## config.mk

```make
export PLATFORM = sky130hd
export DESIGN_NAME = wbs_pci_arbiter_flat
export DESIGN_NICKNAME = d
export VERILOG_FILES = /design/src/rtl/wbs_pci_arbiter_pkg.sv /design/src/rtl/wbs_pci_arbiter_if.sv /design/src/rtl/wbs_pci_arbiter_rr_pick.sv /design/src/rtl/wbs_pci_arbiter.sv /design/src/flat_wrapper.sv
export SDC_FILE = /design/constraint.sdc
export NUM_CORES = 1
export LEC_CHECK = 0
export ABC_AREA = 0
export BUFFER_PORTS_ARGS = -buffer_cell sky130_fd_sc_hd__buf_2
export CAP_MARGIN = 20
export CORE_AREA = 3 3 184 186
export DETAILED_ROUTE_END_ITERATION = 12
export DIE_AREA = 0 0 187 189
export GPL_TIMING_DRIVEN = 0
export MAX_ROUTING_LAYER = met4
export PLACE_DENSITY = 0.4
export SETUP_SLACK_MARGIN = 0.02
export SYNTH_ARGS = -nofsm -noshare
export SYNTH_HDL_FRONTEND = slang
export SYNTH_SLANG_ARGS = --single-unit
```

## constraint.sdc

```tcl
create_clock -name WB_CLK -period 4.54 [get_ports WB_CLK]
set_input_delay 0.908 -clock WB_CLK [delete_from_list [all_inputs] [get_ports WB_CLK]]
set_output_delay 0.908 -clock WB_CLK [all_outputs]
set_load 0.03 [all_outputs]
```

## src/rtl/wbs_pci_arbiter_pkg.sv

```systemverilog
// wbs_pci_arbiter_pkg
//   Shared definitions for the PCI-bridge WISHBONE slave-port arbiter:
//   WISHBONE CTI/BTE encodings, the arbiter state encoding, the bus field
//   widths, and a helper that sizes the flattened per-requester buses.
package wbs_pci_arbiter_pkg;

   localparam int unsigned ADR_W = 32;
   localparam int unsigned DAT_W = 32;
   localparam int unsigned SEL_W = 4;
   localparam int unsigned CTI_W = 3;
   localparam int unsigned BTE_W = 2;

   typedef enum logic [2:0] {
      CTI_CLASSIC = 3'b000,
      CTI_CONST   = 3'b001,
      CTI_INCR    = 3'b010,
      CTI_EOB     = 3'b111
   } cti_e;

   typedef enum logic [1:0] {
      BTE_LINEAR = 2'b00,
      BTE_WRAP4  = 2'b01,
      BTE_WRAP8  = 2'b10,
      BTE_WRAP16 = 2'b11
   } bte_e;

   typedef enum logic [1:0] {
      ST_IDLE  = 2'd0,
      ST_OWNED = 2'd1,
      ST_ABORT = 2'd2
   } arb_state_e;

   // Width of a bus that packs n requesters' w-bit fields side by side.
   function automatic int unsigned flat_w(input int unsigned n, input int unsigned w);
      return n * w;
   endfunction

endpackage

```

## src/rtl/wbs_pci_arbiter_if.sv

```systemverilog
// wbs_pci_arbiter_if
//   Bundles the local requester buses (flattened, requester k in slice k)
//   and the bridge WBS_* slave port.
//   modport master : the arbiter (drives REQ_*_O and WBS_*_O)
//   modport slave  : the environment (local masters plus bridge)
interface wbs_pci_arbiter_if
   import wbs_pci_arbiter_pkg::*;
#(
   parameter int unsigned NREQ = 4
);
   // requester side
   logic [NREQ-1:0]                 REQ_CYC_I;
   logic [NREQ-1:0]                 REQ_STB_I;
   logic [NREQ-1:0]                 REQ_WE_I;
   logic [flat_w(NREQ, ADR_W)-1:0]  REQ_ADR_I;
   logic [flat_w(NREQ, DAT_W)-1:0]  REQ_DAT_I;
   logic [flat_w(NREQ, SEL_W)-1:0]  REQ_SEL_I;
   logic [flat_w(NREQ, CTI_W)-1:0]  REQ_CTI_I;
   logic [flat_w(NREQ, BTE_W)-1:0]  REQ_BTE_I;
   logic [DAT_W-1:0]                REQ_DAT_O;
   logic [NREQ-1:0]                 REQ_ACK_O;
   logic [NREQ-1:0]                 REQ_RTY_O;
   logic [NREQ-1:0]                 REQ_ERR_O;
   // bridge side
   logic [ADR_W-1:0]                WBS_ADR_O;
   logic [DAT_W-1:0]                WBS_DAT_O;
   logic [SEL_W-1:0]                WBS_SEL_O;
   logic                            WBS_CYC_O;
   logic                            WBS_STB_O;
   logic                            WBS_WE_O;
   logic [CTI_W-1:0]                WBS_CTI_O;
   logic [BTE_W-1:0]                WBS_BTE_O;
   logic [DAT_W-1:0]                WBS_DAT_I;
   logic                            WBS_ACK_I;
   logic                            WBS_RTY_I;
   logic                            WBS_ERR_I;

   modport master (
      input  REQ_CYC_I, REQ_STB_I, REQ_WE_I, REQ_ADR_I, REQ_DAT_I, REQ_SEL_I,
             REQ_CTI_I, REQ_BTE_I, WBS_DAT_I, WBS_ACK_I, WBS_RTY_I, WBS_ERR_I,
      output REQ_DAT_O, REQ_ACK_O, REQ_RTY_O, REQ_ERR_O,
             WBS_ADR_O, WBS_DAT_O, WBS_SEL_O, WBS_CYC_O, WBS_STB_O, WBS_WE_O,
             WBS_CTI_O, WBS_BTE_O
   );

   modport slave (
      output REQ_CYC_I, REQ_STB_I, REQ_WE_I, REQ_ADR_I, REQ_DAT_I, REQ_SEL_I,
             REQ_CTI_I, REQ_BTE_I, WBS_DAT_I, WBS_ACK_I, WBS_RTY_I, WBS_ERR_I,
      input  REQ_DAT_O, REQ_ACK_O, REQ_RTY_O, REQ_ERR_O,
             WBS_ADR_O, WBS_DAT_O, WBS_SEL_O, WBS_CYC_O, WBS_STB_O, WBS_WE_O,
             WBS_CTI_O, WBS_BTE_O
   );

endinterface

```

## src/rtl/wbs_pci_arbiter_rr_pick.sv

```systemverilog
// wbs_pci_arbiter_rr_pick
//   Combinational round-robin selector: picks the first set request at or
//   after the pointer, wrapping cyclically.
//   req_i : request bits     ptr_i : priority pointer
//   gnt_o : one-hot winner   idx_o : binary index of winner
module wbs_pci_arbiter_rr_pick
   import wbs_pci_arbiter_pkg::*;
#(
   parameter int unsigned NREQ = 4,
   parameter int unsigned PW   = 2
) (
   input  logic [NREQ-1:0] req_i,
   input  logic [PW-1:0]   ptr_i,
   output logic [NREQ-1:0] gnt_o,
   output logic [PW-1:0]   idx_o
);
   logic [NREQ-1:0] upper;
   logic [NREQ-1:0] cand;

   // Requests at/above the pointer win over the wrapped-around ones; inside
   // the chosen set the lowest index wins.
   always_comb begin
      upper = '0;
      for (int i = 0; i < NREQ; i++) upper[i] = req_i[i] && (i >= int'(ptr_i));
      cand  = (|upper) ? upper : req_i;
      gnt_o = '0;
      idx_o = '0;
      for (int i = NREQ - 1; i >= 0; i--) begin
         if (cand[i]) begin
            gnt_o    = '0;
            gnt_o[i] = 1'b1;
            idx_o    = PW'(i);
         end
      end
   end

endmodule

```

## src/rtl/wbs_pci_arbiter.sv

```systemverilog
// wbs_pci_arbiter
//   Round-robin arbiter sharing the PCI bridge WISHBONE slave port between
//   up to four local masters. Whole bus cycles are granted (no preemption),
//   responses are routed to the owner only, and a stalled cycle is aborted
//   with a one-cycle ERR after TIMEOUT_CYC unanswered STB cycles.
//   WB_CLK, WB_RST_N : clock, synchronous active-low reset
//   bus              : requester buses + bridge WBS_* port
//   GNT_O            : registered one-hot owner
//   TIMEOUT_CNT_O    : saturating count of aborted cycles
module wbs_pci_arbiter
   import wbs_pci_arbiter_pkg::*;
#(
   parameter int unsigned NREQ        = 4,
   parameter int unsigned TIMEOUT_CYC = 1024,
   parameter int unsigned TW          = 11
) (
   input  logic              WB_CLK,
   input  logic              WB_RST_N,
   wbs_pci_arbiter_if.master bus,
   output logic [NREQ-1:0]   GNT_O,
   output logic [7:0]        TIMEOUT_CNT_O
);
   localparam int unsigned   PW      = (NREQ > 1) ? $clog2(NREQ) : 1;
   localparam logic [TW-1:0] WD_LAST = TW'(TIMEOUT_CYC - 1);

   arb_state_e       state_q, state_d;
   logic [NREQ-1:0]  gnt_q, gnt_d;
   logic [PW-1:0]    own_q, own_d;
   logic [PW-1:0]    ptr_q, ptr_d;
   logic [TW-1:0]    wd_q, wd_d;
   logic [7:0]       tocnt_q, tocnt_d;
   logic             err_first_q, err_first_d;

   logic [NREQ-1:0]  pick_gnt;
   logic [PW-1:0]    pick_idx;
   logic [PW-1:0]    nxt_ptr;
   logic             owned, aborting, own_cyc, mux_stb, mux_we, rsp_any, stall, expire;
   logic [ADR_W-1:0] mux_adr;
   logic [DAT_W-1:0] mux_dat;
   logic [SEL_W-1:0] mux_sel;
   logic [CTI_W-1:0] mux_cti;
   logic [BTE_W-1:0] mux_bte;

   wbs_pci_arbiter_rr_pick #(.NREQ(NREQ), .PW(PW)) u_pick (
      .req_i (bus.REQ_CYC_I),
      .ptr_i (ptr_q),
      .gnt_o (pick_gnt),
      .idx_o (pick_idx)
   );

   // Owner mux: gnt_q is zero outside OWNED/ABORT, so everything reads 0
   // whenever nobody holds the bus.
   always_comb begin
      mux_adr = '0;
      mux_dat = '0;
      mux_sel = '0;
      mux_cti = '0;
      mux_bte = '0;
      mux_stb = 1'b0;
      mux_we  = 1'b0;
      for (int i = 0; i < NREQ; i++) begin
         if (gnt_q[i]) begin
            mux_adr = bus.REQ_ADR_I[i*ADR_W +: ADR_W];
            mux_dat = bus.REQ_DAT_I[i*DAT_W +: DAT_W];
            mux_sel = bus.REQ_SEL_I[i*SEL_W +: SEL_W];
            mux_cti = bus.REQ_CTI_I[i*CTI_W +: CTI_W];
            mux_bte = bus.REQ_BTE_I[i*BTE_W +: BTE_W];
            mux_stb = bus.REQ_STB_I[i];
            mux_we  = bus.REQ_WE_I[i];
         end
      end
   end

   assign owned    = (state_q == ST_OWNED);
   assign aborting = (state_q == ST_ABORT);
   assign own_cyc  = |(bus.REQ_CYC_I & gnt_q);
   assign rsp_any  = bus.WBS_ACK_I | bus.WBS_RTY_I | bus.WBS_ERR_I;

   // CYC/STB are only passed through while OWNED; ABORT forces them low.
   assign bus.WBS_CYC_O = owned & own_cyc;
   assign bus.WBS_STB_O = owned & mux_stb;
   assign bus.WBS_WE_O  = mux_we;
   assign bus.WBS_ADR_O = mux_adr;
   assign bus.WBS_DAT_O = mux_dat;
   assign bus.WBS_SEL_O = mux_sel;
   assign bus.WBS_CTI_O = mux_cti;
   assign bus.WBS_BTE_O = mux_bte;

   assign bus.REQ_DAT_O = bus.WBS_DAT_I;
   assign bus.REQ_ACK_O = owned ? (gnt_q & {NREQ{bus.WBS_ACK_I}}) : '0;
   assign bus.REQ_RTY_O = owned ? (gnt_q & {NREQ{bus.WBS_RTY_I}}) : '0;
   assign bus.REQ_ERR_O = owned                   ? (gnt_q & {NREQ{bus.WBS_ERR_I}}) :
                          (aborting && err_first_q) ? gnt_q : '0;

   assign GNT_O         = gnt_q;
   assign TIMEOUT_CNT_O = tocnt_q;

   // Watchdog: a response in the would-be expiry cycle clears stall, so the
   // beat completes normally instead of aborting.
   assign stall   = owned && bus.WBS_STB_O && !rsp_any;
   assign expire  = (TIMEOUT_CYC != 0) && stall && (wd_q == WD_LAST);
   assign nxt_ptr = (own_q == PW'(NREQ - 1)) ? '0 : own_q + 1'b1;

   always_comb begin
      state_d     = state_q;
      gnt_d       = gnt_q;
      own_d       = own_q;
      ptr_d       = ptr_q;
      tocnt_d     = tocnt_q;
      err_first_d = 1'b0;
      wd_d        = (stall && TIMEOUT_CYC != 0) ? wd_q + 1'b1 : '0;
      case (state_q)
         ST_IDLE: begin
            if (|bus.REQ_CYC_I) begin
               state_d = ST_OWNED;
               gnt_d   = pick_gnt;
               own_d   = pick_idx;
            end
         end
         ST_OWNED, ST_ABORT: begin
            if (!own_cyc) begin
               state_d = ST_IDLE;
               gnt_d   = '0;
               ptr_d   = nxt_ptr;
            end else if (owned && expire) begin
               state_d     = ST_ABORT;
               err_first_d = 1'b1;
               if (tocnt_q != 8'hFF) tocnt_d = tocnt_q + 8'd1;
            end
         end
         default: begin
            state_d = ST_IDLE;
            gnt_d   = '0;
         end
      endcase
   end

   always_ff @(posedge WB_CLK) begin
      if (!WB_RST_N) begin
         state_q     <= ST_IDLE;
         gnt_q       <= '0;
         own_q       <= '0;
         ptr_q       <= '0;
         wd_q        <= '0;
         tocnt_q     <= '0;
         err_first_q <= 1'b0;
      end else begin
         state_q     <= state_d;
         gnt_q       <= gnt_d;
         own_q       <= own_d;
         ptr_q       <= ptr_d;
         wd_q        <= wd_d;
         tocnt_q     <= tocnt_d;
         err_first_q <= err_first_d;
      end
   end

endmodule

```

## src/flat_wrapper.sv

```systemverilog
// flat-port wrapper written by rule: the top's interface ports become plain ports
module wbs_pci_arbiter_flat import wbs_pci_arbiter_pkg::*;
#(
   parameter int unsigned NREQ        = 4,
   parameter int unsigned TIMEOUT_CYC = 1024,
   parameter int unsigned TW          = 11
)
  (WB_CLK, WB_RST_N, GNT_O, TIMEOUT_CNT_O, bus_REQ_CYC_I, bus_REQ_STB_I, bus_REQ_WE_I, bus_REQ_ADR_I, bus_REQ_DAT_I, bus_REQ_SEL_I, bus_REQ_CTI_I, bus_REQ_BTE_I, bus_WBS_DAT_I, bus_WBS_ACK_I, bus_WBS_RTY_I, bus_WBS_ERR_I, bus_REQ_DAT_O, bus_REQ_ACK_O, bus_REQ_RTY_O, bus_REQ_ERR_O, bus_WBS_ADR_O, bus_WBS_DAT_O, bus_WBS_SEL_O, bus_WBS_CYC_O, bus_WBS_STB_O, bus_WBS_WE_O, bus_WBS_CTI_O, bus_WBS_BTE_O);
  wbs_pci_arbiter_if #(.NREQ(NREQ)) bus_i ();
  input  logic WB_CLK;
  input  logic WB_RST_N;
  output logic [NREQ-1:0] GNT_O;
  output logic [7:0] TIMEOUT_CNT_O;
  input wire logic [$bits(bus_i.REQ_CYC_I)-1:0] bus_REQ_CYC_I;
  input wire logic [$bits(bus_i.REQ_STB_I)-1:0] bus_REQ_STB_I;
  input wire logic [$bits(bus_i.REQ_WE_I)-1:0] bus_REQ_WE_I;
  input wire logic [$bits(bus_i.REQ_ADR_I)-1:0] bus_REQ_ADR_I;
  input wire logic [$bits(bus_i.REQ_DAT_I)-1:0] bus_REQ_DAT_I;
  input wire logic [$bits(bus_i.REQ_SEL_I)-1:0] bus_REQ_SEL_I;
  input wire logic [$bits(bus_i.REQ_CTI_I)-1:0] bus_REQ_CTI_I;
  input wire logic [$bits(bus_i.REQ_BTE_I)-1:0] bus_REQ_BTE_I;
  input wire logic [$bits(bus_i.WBS_DAT_I)-1:0] bus_WBS_DAT_I;
  input wire logic [$bits(bus_i.WBS_ACK_I)-1:0] bus_WBS_ACK_I;
  input wire logic [$bits(bus_i.WBS_RTY_I)-1:0] bus_WBS_RTY_I;
  input wire logic [$bits(bus_i.WBS_ERR_I)-1:0] bus_WBS_ERR_I;
  output wire logic [$bits(bus_i.REQ_DAT_O)-1:0] bus_REQ_DAT_O;
  output wire logic [$bits(bus_i.REQ_ACK_O)-1:0] bus_REQ_ACK_O;
  output wire logic [$bits(bus_i.REQ_RTY_O)-1:0] bus_REQ_RTY_O;
  output wire logic [$bits(bus_i.REQ_ERR_O)-1:0] bus_REQ_ERR_O;
  output wire logic [$bits(bus_i.WBS_ADR_O)-1:0] bus_WBS_ADR_O;
  output wire logic [$bits(bus_i.WBS_DAT_O)-1:0] bus_WBS_DAT_O;
  output wire logic [$bits(bus_i.WBS_SEL_O)-1:0] bus_WBS_SEL_O;
  output wire logic [$bits(bus_i.WBS_CYC_O)-1:0] bus_WBS_CYC_O;
  output wire logic [$bits(bus_i.WBS_STB_O)-1:0] bus_WBS_STB_O;
  output wire logic [$bits(bus_i.WBS_WE_O)-1:0] bus_WBS_WE_O;
  output wire logic [$bits(bus_i.WBS_CTI_O)-1:0] bus_WBS_CTI_O;
  output wire logic [$bits(bus_i.WBS_BTE_O)-1:0] bus_WBS_BTE_O;
  assign bus_i.REQ_CYC_I = bus_REQ_CYC_I;
  assign bus_i.REQ_STB_I = bus_REQ_STB_I;
  assign bus_i.REQ_WE_I = bus_REQ_WE_I;
  assign bus_i.REQ_ADR_I = bus_REQ_ADR_I;
  assign bus_i.REQ_DAT_I = bus_REQ_DAT_I;
  assign bus_i.REQ_SEL_I = bus_REQ_SEL_I;
  assign bus_i.REQ_CTI_I = bus_REQ_CTI_I;
  assign bus_i.REQ_BTE_I = bus_REQ_BTE_I;
  assign bus_i.WBS_DAT_I = bus_WBS_DAT_I;
  assign bus_i.WBS_ACK_I = bus_WBS_ACK_I;
  assign bus_i.WBS_RTY_I = bus_WBS_RTY_I;
  assign bus_i.WBS_ERR_I = bus_WBS_ERR_I;
  assign bus_REQ_DAT_O = bus_i.REQ_DAT_O;
  assign bus_REQ_ACK_O = bus_i.REQ_ACK_O;
  assign bus_REQ_RTY_O = bus_i.REQ_RTY_O;
  assign bus_REQ_ERR_O = bus_i.REQ_ERR_O;
  assign bus_WBS_ADR_O = bus_i.WBS_ADR_O;
  assign bus_WBS_DAT_O = bus_i.WBS_DAT_O;
  assign bus_WBS_SEL_O = bus_i.WBS_SEL_O;
  assign bus_WBS_CYC_O = bus_i.WBS_CYC_O;
  assign bus_WBS_STB_O = bus_i.WBS_STB_O;
  assign bus_WBS_WE_O = bus_i.WBS_WE_O;
  assign bus_WBS_CTI_O = bus_i.WBS_CTI_O;
  assign bus_WBS_BTE_O = bus_i.WBS_BTE_O;
  wbs_pci_arbiter #(.NREQ(NREQ), .TIMEOUT_CYC(TIMEOUT_CYC), .TW(TW)) u_core (.WB_CLK(WB_CLK), .WB_RST_N(WB_RST_N), .bus(bus_i), .GNT_O(GNT_O), .TIMEOUT_CNT_O(TIMEOUT_CNT_O));
endmodule
```

==> summary.md <==
| Metric | Value |
|---|---|
| Status | completed |
| RSZ-0062 raised after global routing | false |
| Total die area | 35,340 um^2 |
| Most Frequent Cell on Critical Path | clkbuf_1 |
| Start of the worst register-to-register path | u_core.GNT_O[0]$_SDFFE_PN0P_ |
| Cell taking the most area after synthesis | dfxtp_1 |
| Final worst-path cycle share | 90.42% |
| Largest net degree at the start of global routing | 11 |
| PortBufs | 438 |
| Share of the synthesized area in the top cell type | 14.76% |
| Hold Vio Cnt, Final | 0 |
| Overall global routing resource usage | 15.86% |
| HPWL Detailed | 25,010 um |
| Post-Route WL | 29,650 um |
| Worst Path Max Fanout | 10 |
| Row count | 66 |
| ANT nets after route | 0 |
| Worst hold path depth | 1 |
| CP Capture Type | output pin |
| Fraction of layout cells with a size suffix above 1 | 44.95% |
| Worst hold endpoint | u_core.wd_q[0]$_SDFF_PN0_ |
| CTS Buffer Depth | 2 |
| Top cells by area, synth | dfxtp_1, a22oi_1, a21oi_1, o21ai_0, nand2_1 |
| P_leak | 3.400 nW |
| Final net count | 1,455 |
| Die W | 187 um |
| Clk root buf | clkbuf_16 |
| FILL cells | roughly 3,800 |
| Syn_nets | 1,010 |
| Worst path max stage delay | 570 ps |
| Vias in the first global route | between 6,000 and 7,000 |
| Setup_tns | 0 ps |
| CP max stage cell | clkbuf_1 |
| Critical Path Source Type | register |
| Met3 Usage GRT | 2.574% |
| Worst-skew pair later-pin latency | 280 ps |
| Cts bufs inserted | 5 |
| Chip height | 189 um |
| CP Class | reg2out |
| FF-to-FF path depth | 5 |
| Seq/Total Area, Yosys | 14.76% |
| Post-synth top flop | dfxtp_1 |
| Global route overflow | 0 |
| DR iter-0 viols | 317 |
| FFs w/ async S/R, synth | 0% |
| Antenna violations before repair | 3 |
| Total number of vias | 6,686 |
| Syn avg cell area | 6.148 um^2 |
| CP startpoint | u_core.GNT_O[1]$_SDFFE_PN0P_ |
| Max-slew violations | 0 |
| Syn Inst Count | around 660 |
| Synth cell count leaders | nand2_1, nor2_1, a21oi_1, o21ai_0, a22oi_1 |
| Synth-to-Final Area Change | 71.23% |
| Max Cap Viol | 0 |
| Final GP Congestion | 0.9620 |
| IO Pins | 473 |
| Initial core utilization | 12.54% |
| Number of enable flip-flop cells after synthesis | 0 |
| Yosys warning total | 0 |
| Slew @ Worst Pin | 912.8 ps |
| CTS tree | yes |
| Tmin final | 4105 ps |
| 1st-pass router iterations | 5 |
| TritonCTS Sinks | 30 |
| First-pass GRT wire length | approximately 42,000 um |
| Peak VDD IR | 117.2 uV |
| Gr busiest metal | met2 |
| Yosys reg bits | 30 |
| Final setup viols | 0 |
| Vias/cell | 4.308 |
| WL per Instance | 19.11 um |
| Core outline area | about 32,000 um^2 |
| Rel. slew slack | 39.15% |
| Worst path arrival time | about 3200 ps |
| Netlist cell types | 51 |
| CP Cell Sequence | clkbuf_8 > clkbuf_1 > clkbuf_1 > a22oi_1 > nor2_1 > a21oi_1 > o21ai_0 > buf_2 |
| Final core occ | 21.47% |
| Reg-to-reg setup timing slack | approximately 2200 ps |
| Reg2reg end | u_core.TIMEOUT_CNT_O[5]$_SDFFE_PN0P_ |
| Hold path startpoint | u_core.wd_q[0]$_SDFF_PN0_ |
| Pwr dens | around 220 nW/um^2 |
| Final Skew | 5.450 ps |
| Met2 usage | 28.16% |
| Min-Delay Path Class | reg2reg |
| Pwr Total | 1.517 mW |
| Reg clk slew, reported paths | 50 ps |
| Fmax | 243.6 MHz |
| Req. time, crit path | around 3600 ps |
| H-tree levels | 2 |
| Number of remaining DRC errors | 0 |
| Post-Syn Area | 4070 um^2 |
| GR Util met1 | 19.05% |
[how the worst max path moves through the flow]
stage / end / slack (ps)
finish: bus_WBS_CTI_O[1] / 440
global route: bus_WBS_CTI_O[0] / 220
CTS: bus_WBS_CTI_O[1] / 50
detailed placement: bus_WBS_CTI_O[1] / 350
global placement: bus_WBS_CTI_O[1] / 370
floorplan: bus_WBS_DAT_O[10] / 1380
[per-layer routing]
metal	vias to the layer above	routed length (um)
li1	3244	-
met1	3126	12130
met2	286	15190
met3	30	1817
met4	0	517
met5	-	0
[power by group]
part           leakage (nW)  internal [mW]  total [mW]  switching [mW]
sequential            0.243          0.273       0.284          0.0115
combinational          3.08          0.305       0.900           0.595
clock                0.0739          0.217       0.332           0.115
[cell usage in the layout (no fill, tap or decap), types with 8 or more instances in the layout]
cell and n:
a21oi_1 89, a22oi_1 77, and3_1 8, buf_2 442
buf_4 33, clkbuf_1 50, dfxtp_1 30, nand2_1 91
nand3_1 10, nor2_1 91, nor2b_1 8, o21ai_0 79
[cell families after synthesis]
logic type	Yosys count	synth area share (%)
AO/OA/AOI/OAI	270	40.18
AND/OR/NAND/NOR	245	27.54
buffers and inverters	99	12.94
flip-flops	30	14.76
XOR/XNOR	9	1.937
adder cells (fa/ha/maj)	7	2.152
multiplexers	2	0.4919
[through the flow]
stage               std cells  hold WS (ps)  instance area [um^2]  setup WS [ps]
global route             1552         496.2                  6969          218.2
finish                   1552         461.1                  6969          435.1
detailed placement       1542         453.6                  6815          346.4
global placement         1542         443.5                  6815          371.2
CTS                      1550         459.9                  6963          45.14
floorplan                 662         425.8                  4070           1385
[area by class of cell]
type	instances	area [um^2]	area share [%]
clock inverter	1	5.005	0.07181
buffer	92	501.7	7.199
tap	442	553.0	7.935
sequential	30	600.6	8.618
timing repair buffer	438	2192	31.45
clock buffer	7	142.6	2.047
antenna	2	5.005	0.07181
multi-input combinational	533	2943	42.23
inverter	7	26.28	0.3770
[registers in the layout, indices dropped and copies added (netlist names)]
| register | cells |
|---|---|
| u_core.GNT_O | 4 |
| u_core.TIMEOUT_CNT_O | 8 |
| u_core.err_first_q | 1 |
| u_core.own_q | 2 |
| u_core.ptr_q | 2 |
| u_core.state_q | 2 |
| u_core.wd_q | 11 |
[repair_timing]
| action | 4_1_cts | 5_1_grt |
|---|---|---|
| resized for setup | 0 | 3 |
| setup endpoints to repair | 0 | 3 |
| buffers inserted | 0 | 0 |
| hold buffers | 0 | 0 |
| endpoints found under the hold margin | 0 | 0 |
[critical path: cells and delay by family, from the launching register on]
kind,cells,cell delay (ps)
buffers and inverters,4,1660
AOI/OAI and AO/OA,3,600
DFF,1,390
and+or+nand+nor,1,240
No activity file was read; power rests on OpenSTA's default activity.
